<file path="src/rtl/ram_ctrl.sv">
// Single-port RAM initiator: fill bursts on a request channel, read bursts on a response channel.
// Optional post-fill read-back verification with sticky err, enabled by defining RAM_CTRL_VERIFY_EN.
module ram_ctrl #(
    parameter int N = 4,
    parameter int M = 16
) (
    input  logic         clk,
    input  logic         reset_n,
    input  logic         req_valid,
    output logic         req_ready,
    input  logic         req_write,
    input  logic [N-1:0] req_adr,
    input  logic [N-1:0] req_len,
    input  logic [M-1:0] req_data,
    output logic         rsp_valid,
    input  logic         rsp_ready,
    output logic [M-1:0] rsp_data,
    output logic         rsp_last,
    output logic         busy,
    output logic         mem_we,
    output logic [N-1:0] mem_adr,
    output logic [M-1:0] mem_din,
    input  logic [M-1:0] mem_dout,
    output logic         err
);

`ifdef RAM_CTRL_VERIFY_EN
    typedef enum logic [2:0] {IDLE, WR, RD, RSP, VFY} state_t;
`else
    typedef enum logic [2:0] {IDLE, WR, RD, RSP} state_t;
`endif

    state_t         state_reg, state_next;
    logic [N-1:0]   cur_adr_reg, cur_adr_next;
    logic [N-1:0]   cnt_reg, cnt_next;
    logic [N-1:0]   len_reg, len_next;
    logic [M-1:0]   data_reg, data_next;
    logic [M-1:0]   rsp_data_reg, rsp_data_next;
    logic           rsp_valid_reg, rsp_valid_next;
    logic           rsp_last_reg, rsp_last_next;
`ifdef RAM_CTRL_VERIFY_EN
    logic [N-1:0]   start_adr_reg, start_adr_next;
    logic           err_reg, err_next;
`endif

    always_ff @(posedge clk or negedge reset_n) begin
        if (!reset_n) begin
            state_reg     <= IDLE;
            cur_adr_reg   <= '0;
            cnt_reg       <= '0;
            len_reg       <= '0;
            data_reg      <= '0;
            rsp_data_reg  <= '0;
            rsp_valid_reg <= 1'b0;
            rsp_last_reg  <= 1'b0;
`ifdef RAM_CTRL_VERIFY_EN
            start_adr_reg <= '0;
            err_reg       <= 1'b0;
`endif
        end else begin
            state_reg     <= state_next;
            cur_adr_reg   <= cur_adr_next;
            cnt_reg       <= cnt_next;
            len_reg       <= len_next;
            data_reg      <= data_next;
            rsp_data_reg  <= rsp_data_next;
            rsp_valid_reg <= rsp_valid_next;
            rsp_last_reg  <= rsp_last_next;
`ifdef RAM_CTRL_VERIFY_EN
            start_adr_reg <= start_adr_next;
            err_reg       <= err_next;
`endif
        end
    end

    always_comb begin
        state_next     = state_reg;
        cur_adr_next   = cur_adr_reg;
        cnt_next       = cnt_reg;
        len_next       = len_reg;
        data_next      = data_reg;
        rsp_data_next  = rsp_data_reg;
        rsp_valid_next = rsp_valid_reg;
        rsp_last_next  = rsp_last_reg;
`ifdef RAM_CTRL_VERIFY_EN
        start_adr_next = start_adr_reg;
        err_next       = err_reg;
`endif
        case (state_reg)
            IDLE: begin
                if (req_valid) begin
                    cur_adr_next = req_adr;
                    len_next     = req_len;
                    data_next    = req_data;
                    cnt_next     = '0;
`ifdef RAM_CTRL_VERIFY_EN
                    start_adr_next = req_adr;
`endif
                    state_next   = req_write ? WR : RD;
                end
            end
            WR: begin
                if (cnt_reg == len_reg) begin
`ifdef RAM_CTRL_VERIFY_EN
                    // Rewind to the burst start so the read-back walks the same addresses.
                    cur_adr_next = start_adr_reg;
                    cnt_next     = '0;
                    state_next   = VFY;
`else
                    state_next   = IDLE;
`endif
                end else begin
                    cur_adr_next = cur_adr_reg + 1'b1;
                    cnt_next     = cnt_reg + 1'b1;
                end
            end
            RD: begin
                rsp_data_next  = mem_dout;
                rsp_valid_next = 1'b1;
                rsp_last_next  = (cnt_reg == len_reg);
                state_next     = RSP;
            end
            RSP: begin
                if (rsp_ready) begin
                    rsp_valid_next = 1'b0;
                    if (rsp_last_reg) begin
                        state_next = IDLE;
                    end else begin
                        cur_adr_next = cur_adr_reg + 1'b1;
                        cnt_next     = cnt_reg + 1'b1;
                        state_next   = RD;
                    end
                end
            end
`ifdef RAM_CTRL_VERIFY_EN
            VFY: begin
                if (mem_dout != data_reg) err_next = 1'b1;
                if (cnt_reg == len_reg) begin
                    state_next = IDLE;
                end else begin
                    cur_adr_next = cur_adr_reg + 1'b1;
                    cnt_next     = cnt_reg + 1'b1;
                end
            end
`endif
            default: state_next = IDLE;
        endcase
    end

    // Decoded straight from state so the async reset drops mem_we at once.
    assign req_ready = (state_reg == IDLE);
    assign busy      = (state_reg != IDLE);
    assign mem_we    = (state_reg == WR);
    assign mem_adr   = cur_adr_reg;
    assign mem_din   = data_reg;
    assign rsp_valid = rsp_valid_reg;
    assign rsp_data  = rsp_data_reg;
    assign rsp_last  = rsp_last_reg;
`ifdef RAM_CTRL_VERIFY_EN
    assign err = err_reg;
`else
    assign err = 1'b0;
`endif

endmodule

</file>
<file path="config.mk">
export PLATFORM = sky130hd
export DESIGN_NAME = ram_ctrl
export DESIGN_NICKNAME = d
export VERILOG_FILES = /design/src/rtl/ram_ctrl.sv
export SDC_FILE = /design/constraint.sdc
export NUM_CORES = 1
export LEC_CHECK = 0
export ABC_AREA = 0
export CORE_MARGIN = 2
export CORE_UTILIZATION = 45
export CTS_BUF_LIST = sky130_fd_sc_hd__clkbuf_8
export DETAILED_ROUTE_END_ITERATION = 8
export GPL_ROUTABILITY_DRIVEN = 0
export PLACE_DENSITY_LB_ADDON = 0.05
export SYNTH_ARGS = -nofsm -noshare
export SYNTH_HDL_FRONTEND = slang
export SYNTH_SLANG_ARGS = --single-unit
</file>
<file path="constraint.sdc">
create_clock -name clk -period 2.3 [get_ports clk]
set_input_delay 0.23 -clock clk [delete_from_list [all_inputs] [get_ports clk]]
set_output_delay 0.23 -clock clk [all_outputs]
set_load 0.01 [all_outputs]
</file>
After elaboration in Yosys (flattened, before gate mapping):

Index checks and enable logic that the tools add are counted.

* memories kept: 0
* word-level logic and storage cells: 45
* latch bits: 0
* memory bits (writable): 0
* bits of input ports: 45
* memory bits (read-only): 0
* output and inout bits: 42
* bits in registers: 49

* divide/modulo/power cells: 0
* eq/ne operators: 9
* shift operators: 0
* add/sub/neg operators: 2
* $mul: 0
* mux-type cells: 18
* order comparisons: 0
* reduce and logical (&&, ||, !) cells: 8
* bitwise operators: 0

Operators by type and width (count)
* 4-bit two-way mux: 8
* 4-bit case mux with 3 select lines: 2
* 3-bit case mux with 4 select lines: 1
* 3-bit two-way mux: 3
* 4-bit by 1-bit adder with 4-bit output, second input constant: 2
* 2-bit inequality test, second input constant: 4
* 3-bit by 2-bit equality test with 1-bit output, second input constant: 2
* 3-bit nonzero test: 2
* 5-bit AND reduction: 1
* 4-bit equality test: 1
* 2-bit two-way mux: 2
* 2-bit AND reduction: 2
* 3-bit by 1-bit equality test with 1-bit output, second input constant: 1
* 3-bit logical NOT: 1
* 3-bit AND reduction: 1
* 2-bit by 1-bit inequality test with 1-bit output, second input constant: 1
* 1-bit case mux with 2 select lines: 1
* 2-bit nonzero test: 1
* 1-bit two-way mux: 1

Longest topological paths before layout:

Gate-level depths: netlist (run 1).

* depth after elaboration: 4
* gate-level depth with buffers: 5
* depth with buffers taken out: 4

Worst setup path after synthesis (run 1):

Ideal clock, no wire load.

* path type: reg2reg
* start: register state_reg[0]
* end: register rsp_data_reg[0] (netlist: rsp_data[0])
* setup time: 0.128 ns
* path buffers: 2
* arrival time: 1.346 ns
* cell stages (with the launch flop): 5
* clock period less this slack: 1.474 ns
* path slack: 0.826 ns
* data required time: 2.172 ns
* cell sequence: dfrtp_1 > buf_2 > nor2_2 > buf_4 > mux2_1

* longest elaborated chain between the ends: 1

Ends and longest elaborated chain
* start: declaration: RTL line 33 `state_t state_reg, state_next;`
* start signal: assignment: RTL line 61 `state_reg <= state_next;`
* 3-bit by 2-bit equality test with 1-bit output: RTL line 89 `case (state_reg)`
* end signal: assignment: RTL line 66 `rsp_data_reg <= rsp_data_next;`
* end: declaration: RTL line 38 `logic [M-1:0] rsp_data_reg, rsp_data_next;`

Every way passes these cells.
A chain may end at the register's enable or synchronous reset.

Worst setup path after layout (run 1):

* start: register state_reg[1]
* end: output mem_we

* longest elaborated chain between the ends: 1

Ends and longest elaborated chain
* 3-bit by 1-bit equality test with 1-bit output: RTL line 153 `assign mem_we = (state_reg == WR);`
* end: declaration: RTL line 20 `output logic mem_we,`

Every way passes these cells.

==> results of run 1 <==
-- per-stage QoR --
stage | instance area [um2] | instances | setup WS (ns) | util | hold WS (ns)
6_report | 3183 | 304 | 0.2925 | 0.6830 | 0.4328
5_1_grt | 3183 | 304 | 0.1837 | 0.6830 | 0.4808
3_3_place_gp | 3078 | 295 | 0.4342 | 0.6604 | 0.2300
3_5_place_dp | 3078 | 295 | 0.3611 | 0.6604 | 0.2367
4_1_cts | 3182 | 304 | 0.1379 | 0.6827 | 0.4517
2_1_floorplan | 2148 | 160 | 0.8263 | - | -0.06559
-- critical path, delay by kind of cell (launching register included) --
| kind | cells | cell delay, ns |
|---|---|---|
| flops | 1 | 0.62 |
| buf+inv | 3 | 0.68 |
| simple gates | 1 | 0.18 |
-- worst paths after layout --
kind	to	slack (ns)	cells past startpoint
worst max-delay path	mem_we	0.29	4
worst min-delay path	mem_adr[2]$_DFFE_PN0P_	0.43	3
worst max register to register	mem_din[13]$_DFFE_PN0P_	0.57	3
worst min register to register	rsp_valid$_DFFE_PN0P_	0.49	1
max in group asynchronous	mem_din[8]$_DFFE_PN0P_	1.64	3
min in group clk	rsp_valid$_DFFE_PN0P_	0.49	1
-- layout by cell type (no fill, tap or decap), types with 2 or more instances in the layout --
master and n:
xnor2_2 4, buf_12 2, nand3_1 2, nand2_1 8, clkbuf_8 6, dfrtp_1 47, a211oi_1 2, o21ai_1 4
ha_1 2, inv_1 11, mux2_1 28, a21oi_1 3, and3_1 2, nor2_1 2, nor3_1 2, mux2i_1 4
nor2b_1 2, o21a_1 2, clkdlybuf4s50_1 84, mux2_2 9
-- power breakdown --
| part | leakage [nW] | total (mW) | switching [mW] | internal [mW] |
|---|---|---|---|---|
| logic | 0.753 | 2.06 | 0.813 | 1.25 |
| registers | 0.567 | 1.64 | 0.369 | 1.27 |
| clock network | 0.0486 | 0.513 | 0.273 | 0.240 |
-- final cells by class --
type                    instances  area (um2)
clock buffers                   6       82.58
clock inverters                 2       11.26
fillers                       347        1478
inverters                      10       37.54
multi-input cells              95       878.3
flip-flops and latches         48        1202
well taps                      54       67.56
repair buffers                 89       903.4
-- layer usage --
layer	global-route usage	vias up	share of wire	routed length, um
met4	0.05556	0	0.0091	43
met2	0.3243	46	0.53	2480
li1	-	738	-	-
met3	0.05387	5	0.061	286
met5	0	-	0	0
met1	0.2212	778	0.40	1899
-- cell families after synthesis --
group | count (synthesis) | synth area share
AO/OA/AOI/OAI | 22 | 0.07455
buffers and inverters | 17 | 0.03494
XOR/XNOR | 4 | 0.03028
flip-flops | 48 | 0.5591
AND/OR/NAND/NOR | 24 | 0.06815
adder cells (fa/ha/maj) | 2 | 0.01165
other | 1 | 0.001746
multiplexers | 42 | 0.2196
-- what timing repair did --
action                                  CTS  global route
resized for setup                         0             1
endpoints found under the hold margin    48             0
endpoints found under the setup margin    0             1
buffers inserted                          0             0
hold buffers                              1             0
==> flow_summary.toml, run 1 <==
[status]
outcome = "finished clean"

[yosys]
postSynth.asyncResetShare = 1.000
ys_ff_latch = 48
synth_edf_count = 0
postSynthAreaPerCell_um2 = 13.43
syn_inst = 160
synth_top_area_frac = 0.5591
seq_area_frac_synth = 0.5591
synth_ff_type = "dfrtp_1"
synth_most_common_cell = "dfrtp_1"
syn-cell-area_um2 = 2148
syn_nets = 207
synth_cell_types = 40
synth_area_leader_cell = "dfrtp_1"
synth_area_leaders = "dfrtp_1, mux2_1, mux2_2"
yosys_warnings = 0
netlist_top_cells_count = "dfrtp_1, mux2_1, inv_1"

[critical_path]
path_max_fanout = 13
worstReg2RegStart = "state_reg[0]$_DFFE_PN0P_"
critPathCaptureType = "output port"
start_kind = "flip-flop"
crit_arrival_ns = 1.78
worstSetupPathType = "flip-flop to output port"
worst_path_most_repeated_cell = "inv_1"
critPathRequiredTime_ns = 2.07
crit_start = "state_reg[1]$_DFFE_PN0P_"
critical-path-slowest-cell = "dfrtp_1"
worstPathCellList = "inv_1, nand2_1, inv_1, clkdlybuf4s50_1"
critical-path-max-stage-delay_ns = 0.62

[timing]
rsz0062_at_grt = "no"
clock_skew_ns = 0.003008
maxSlewViolCount = 0
hold_viol_final = 0
tns_ns = 0
max_freq_mhz = 498.1
setup-violations-final = 0
layout_min_cycle_time_ns = 2.007
finalCritPeriodShare = 0.8728

[clock_tree]
ctsRootBufferMaster = "clkbuf_8"
clock-sinks = 48
clock_latency_ns = 0.30
cts_made_buffers = 5
clkTransAtPathRegs_ns = 0.08
cts_max_path_buffers = 2
cts_tree = "yes"
cts.htree.levels = 2

[worst_hold_path]
hold_path.class = "input pin to async pin"

[power]
p_leak_nw = 1.368
vdd_ir_drop_max_mv = 0.6568
total_power_mw = 4.219
powerDensity_nw_per_um2 = 1325

[detailed_routing]
avgViaCountPerCell = 5.155
drt-pass1-iter-count = 4
wl_per_cell_um = 15.49
routed_wl_mm = 4.709
drtIter0Drc = 101
route.detailed.drc = 0
vias = 1567
drtAntennaViolNets = 0

[placed_design]
io_buffers = 85
post-dp-hpwl_mm = 3.513

[floorplan]
rows = 25
start_util = 0.4609
die_height_um = 73.10
die_x_um = 73.10
ioPinCount = 87
core_um2 = 4661
die_area_um2 = 5343

[global_route]
grt_first_pass_wirelength_mm = 7.590
grt.overflow.total = 0
grt_usage = 0.1860
grt_start_max_net_pins = 49
grt_pass1_vias = 1639
antenna_found_initial = 0

[cells_and_area]
area_growth_pct = 48.17
antenna_cells = 0
nets = 296
layout-drive-gt1-share = 0.1200

[job]
max_cap_viol_count = 0
Note: power is estimated with default switching activity, not from simulation.
==> run 2: changes to the inputs <==
--- a/config.mk
+++ b/config.mk
@@ -7,11 +7,11 @@
 export LEC_CHECK = 0
 export ABC_AREA = 0
 export CORE_MARGIN = 2
-export CORE_UTILIZATION = 45
+export CORE_UTILIZATION = 35
 export CTS_BUF_LIST = sky130_fd_sc_hd__clkbuf_8
 export DETAILED_ROUTE_END_ITERATION = 8
 export GPL_ROUTABILITY_DRIVEN = 0
-export PLACE_DENSITY_LB_ADDON = 0.05
+export PLACE_DENSITY = 0.68
 export SYNTH_ARGS = -nofsm -noshare
 export SYNTH_HDL_FRONTEND = slang
 export SYNTH_SLANG_ARGS = --single-unit
==> flow_summary.toml, run 2 (same netlist as run 1, synthesis figures left out) <==
[cells_and_area]
fin_util = 0.5387
nets = 299
antenna_cells = 0
final_cell_mix = "clkdlybuf4s50_1, dfrtp_1, mux2_1"
seqCellArea_um2 = 1201
fillers = 521
mostFrequentLayoutCell = "clkdlybuf4s50_1"
layout-drive-gt1-share = 0.1230
multi_input_area_um2 = 878.3
area_growth_pct = 48.46

[clock_tree]
cts_max_path_buffers = 2
cts.htree.levels = 2
cts_made_buffers = 5
clkTransAtPathRegs_ns = 0.08
clock_latency_ns = 0.29
ctsRootBufferMaster = "clkbuf_8"
cts_tree = "yes"
clock-sinks = 48

[timing]
layout_min_cycle_time_ns = 2.004
holdWs_ns = 0.3765
setup-violations-final = 0
finalCritPeriodShare = 0.8715
maxSlewViolCount = 0
setup_slack_ns = 0.2956
hold_viol_final = 0
tns_ns = 0
max_freq_mhz = 498.9
rsz0062_at_grt = "no"
clock_skew_ns = 0.004146

[detailed_routing]
drtIter0Drc = 49
routed_wl_mm = 4.466
vias = 1554
avgViaCountPerCell = 4.752
drt-pass1-iter-count = 4
routed-wl-met3_um = 348
wl_per_cell_um = 13.66
wl_met1_mm = 1.979
wl_met2_mm = 2.113
route.detailed.drc = 0
drtAntennaViolNets = 0
top_layer = "met4"

[critical_path]
ff2ff_setup_slack_ns = 0.61
critPathRequiredTime_ns = 2.07
critPathCaptureType = "output port"
critical-path-slowest-cell = "dfrtp_1"
r2r_cells = 4
crit_buf_inv = 2
r2r_end = "mem_adr[1]$_DFFE_PN0P_"
critPathTopFamily = "flip-flops"
critical-path-max-stage-delay_ns = 0.65
worstSetupPathType = "flip-flop to output port"
path_max_fanout = 15
cp.depth = 3
worstPathCellList = "nand2_1, inv_1, clkdlybuf4s50_1"
crit_arrival_ns = 1.77
worstReg2RegStart = "state_reg[0]$_DFFE_PN0P_"
start_kind = "flip-flop"

[global_route]
antenna_found_initial = 0
grt_usage = 0.1392
grt_start_max_net_pins = 23
grt_pass1_vias = 1474
grt.overflow.total = 0
grt_first_pass_wirelength_mm = 7.065

[placed_design]
io_buffers = 85
post-dp-hpwl_mm = 3.328
place_ws_ns = 0.5247

[floorplan]
die_area_um2 = 6781
ioPinCount = 87
rows = 28
die_height_um = 82.35
core_um2 = 5921
start_util = 0.3628
die_x_um = 82.35

[power]
p_leak_nw = 1.372
powerDensity_nw_per_um2 = 1301
vdd_ir_drop_max_mv = 0.5616

[worst_hold_path]
hold_path.class = "input pin to async pin"

[status]
outcome = "finished clean"

[job]
max_cap_viol_count = 0
==> run 2: changes by cell type in the layout (fill, tap and decap cells not counted) <==
cell,change
dfrtp_2,-1
buf_12,-2
dfrtp_1,+1
clkinv_2,+1
clkinvlp_4,-1
buf_4,+5
clkbuf_8,-1
==> run 2: repair_timing <==
item	in CTS	in global routing
endpoints found under the hold margin	13	0
hold buffers	1	0
resized for setup	0	0
setup buffers	0	0
==> run 2: metal layers <==
layer  vias to the layer above  GRT usage
li1                        745          -
met2                        48     0.2161
met1                       759     0.1769
met5                         -          0
met4                         0    0.04500
met3                         2    0.05652
==> run 2: power by group <==
part / internal (mW) / switching (mW)
Combinational: 1.27 / 0.809
Sequential: 1.27 / 0.337
Clock: 0.203 / 0.262
Total: 2.74 / 1.41
==> run 2: worst max-delay path by stage <==
| stage | from | to | slack (ns) |
|---|---|---|---|
| 3_5_place_dp | req_valid | mem_din[15]$_DFFE_PN0P_ | 0.52 |
| 3_3_place_gp | req_valid | mem_din[1]$_DFFE_PN0P_ | 0.51 |
| 4_1_cts | state_reg[0]$_DFFE_PN0P_ | mem_we | 0.28 |
| 2_1_floorplan | state_reg[0]$_DFFE_PN0P_ | rsp_data[0]$_DFFE_PN0P_ | 0.83 |
| 6_report | state_reg[0]$_DFFE_PN0P_ | mem_we | 0.30 |
| 5_1_grt | state_reg[0]$_DFFE_PN0P_ | mem_we | 0.11 |
==> run 2: cell type report <==
class / instances / share of cell area
clock buffers: 5 / 0.02158
well taps: 75 / 0.02942
multi-input cells: 95 / 0.2754
flip-flops and latches: 48 / 0.3766
clock inverters: 2 / 0.002746
repair buffers: 92 / 0.2825
inverters: 10 / 0.01177
==> run 2: per-stage QoR <==
| stage | cells | instance area, um2 | total power [mW] |
|---|---|---|---|
| after floorplan | 160 | 2148 | 2.706 |
| after CTS | 327 | 3189 | 4.217 |
| final | 327 | 3189 | 4.150 |
| after global routing | 327 | 3189 | 4.472 |
| after global placement | 319 | 3102 | 3.691 |
| after detailed placement | 319 | 3102 | 3.725 |
==> run 3: changes to the inputs <==
--- a/config.mk
+++ b/config.mk
@@ -6,6 +6,7 @@
 export NUM_CORES = 1
 export LEC_CHECK = 0
 export ABC_AREA = 0
+export CAP_MARGIN = 0
 export CORE_MARGIN = 2
 export CORE_UTILIZATION = 35
 export CTS_BUF_LIST = sky130_fd_sc_hd__clkbuf_8
==> results of run 3 <==
The final DEF is identical to that of run 2; final timing and power are the same.
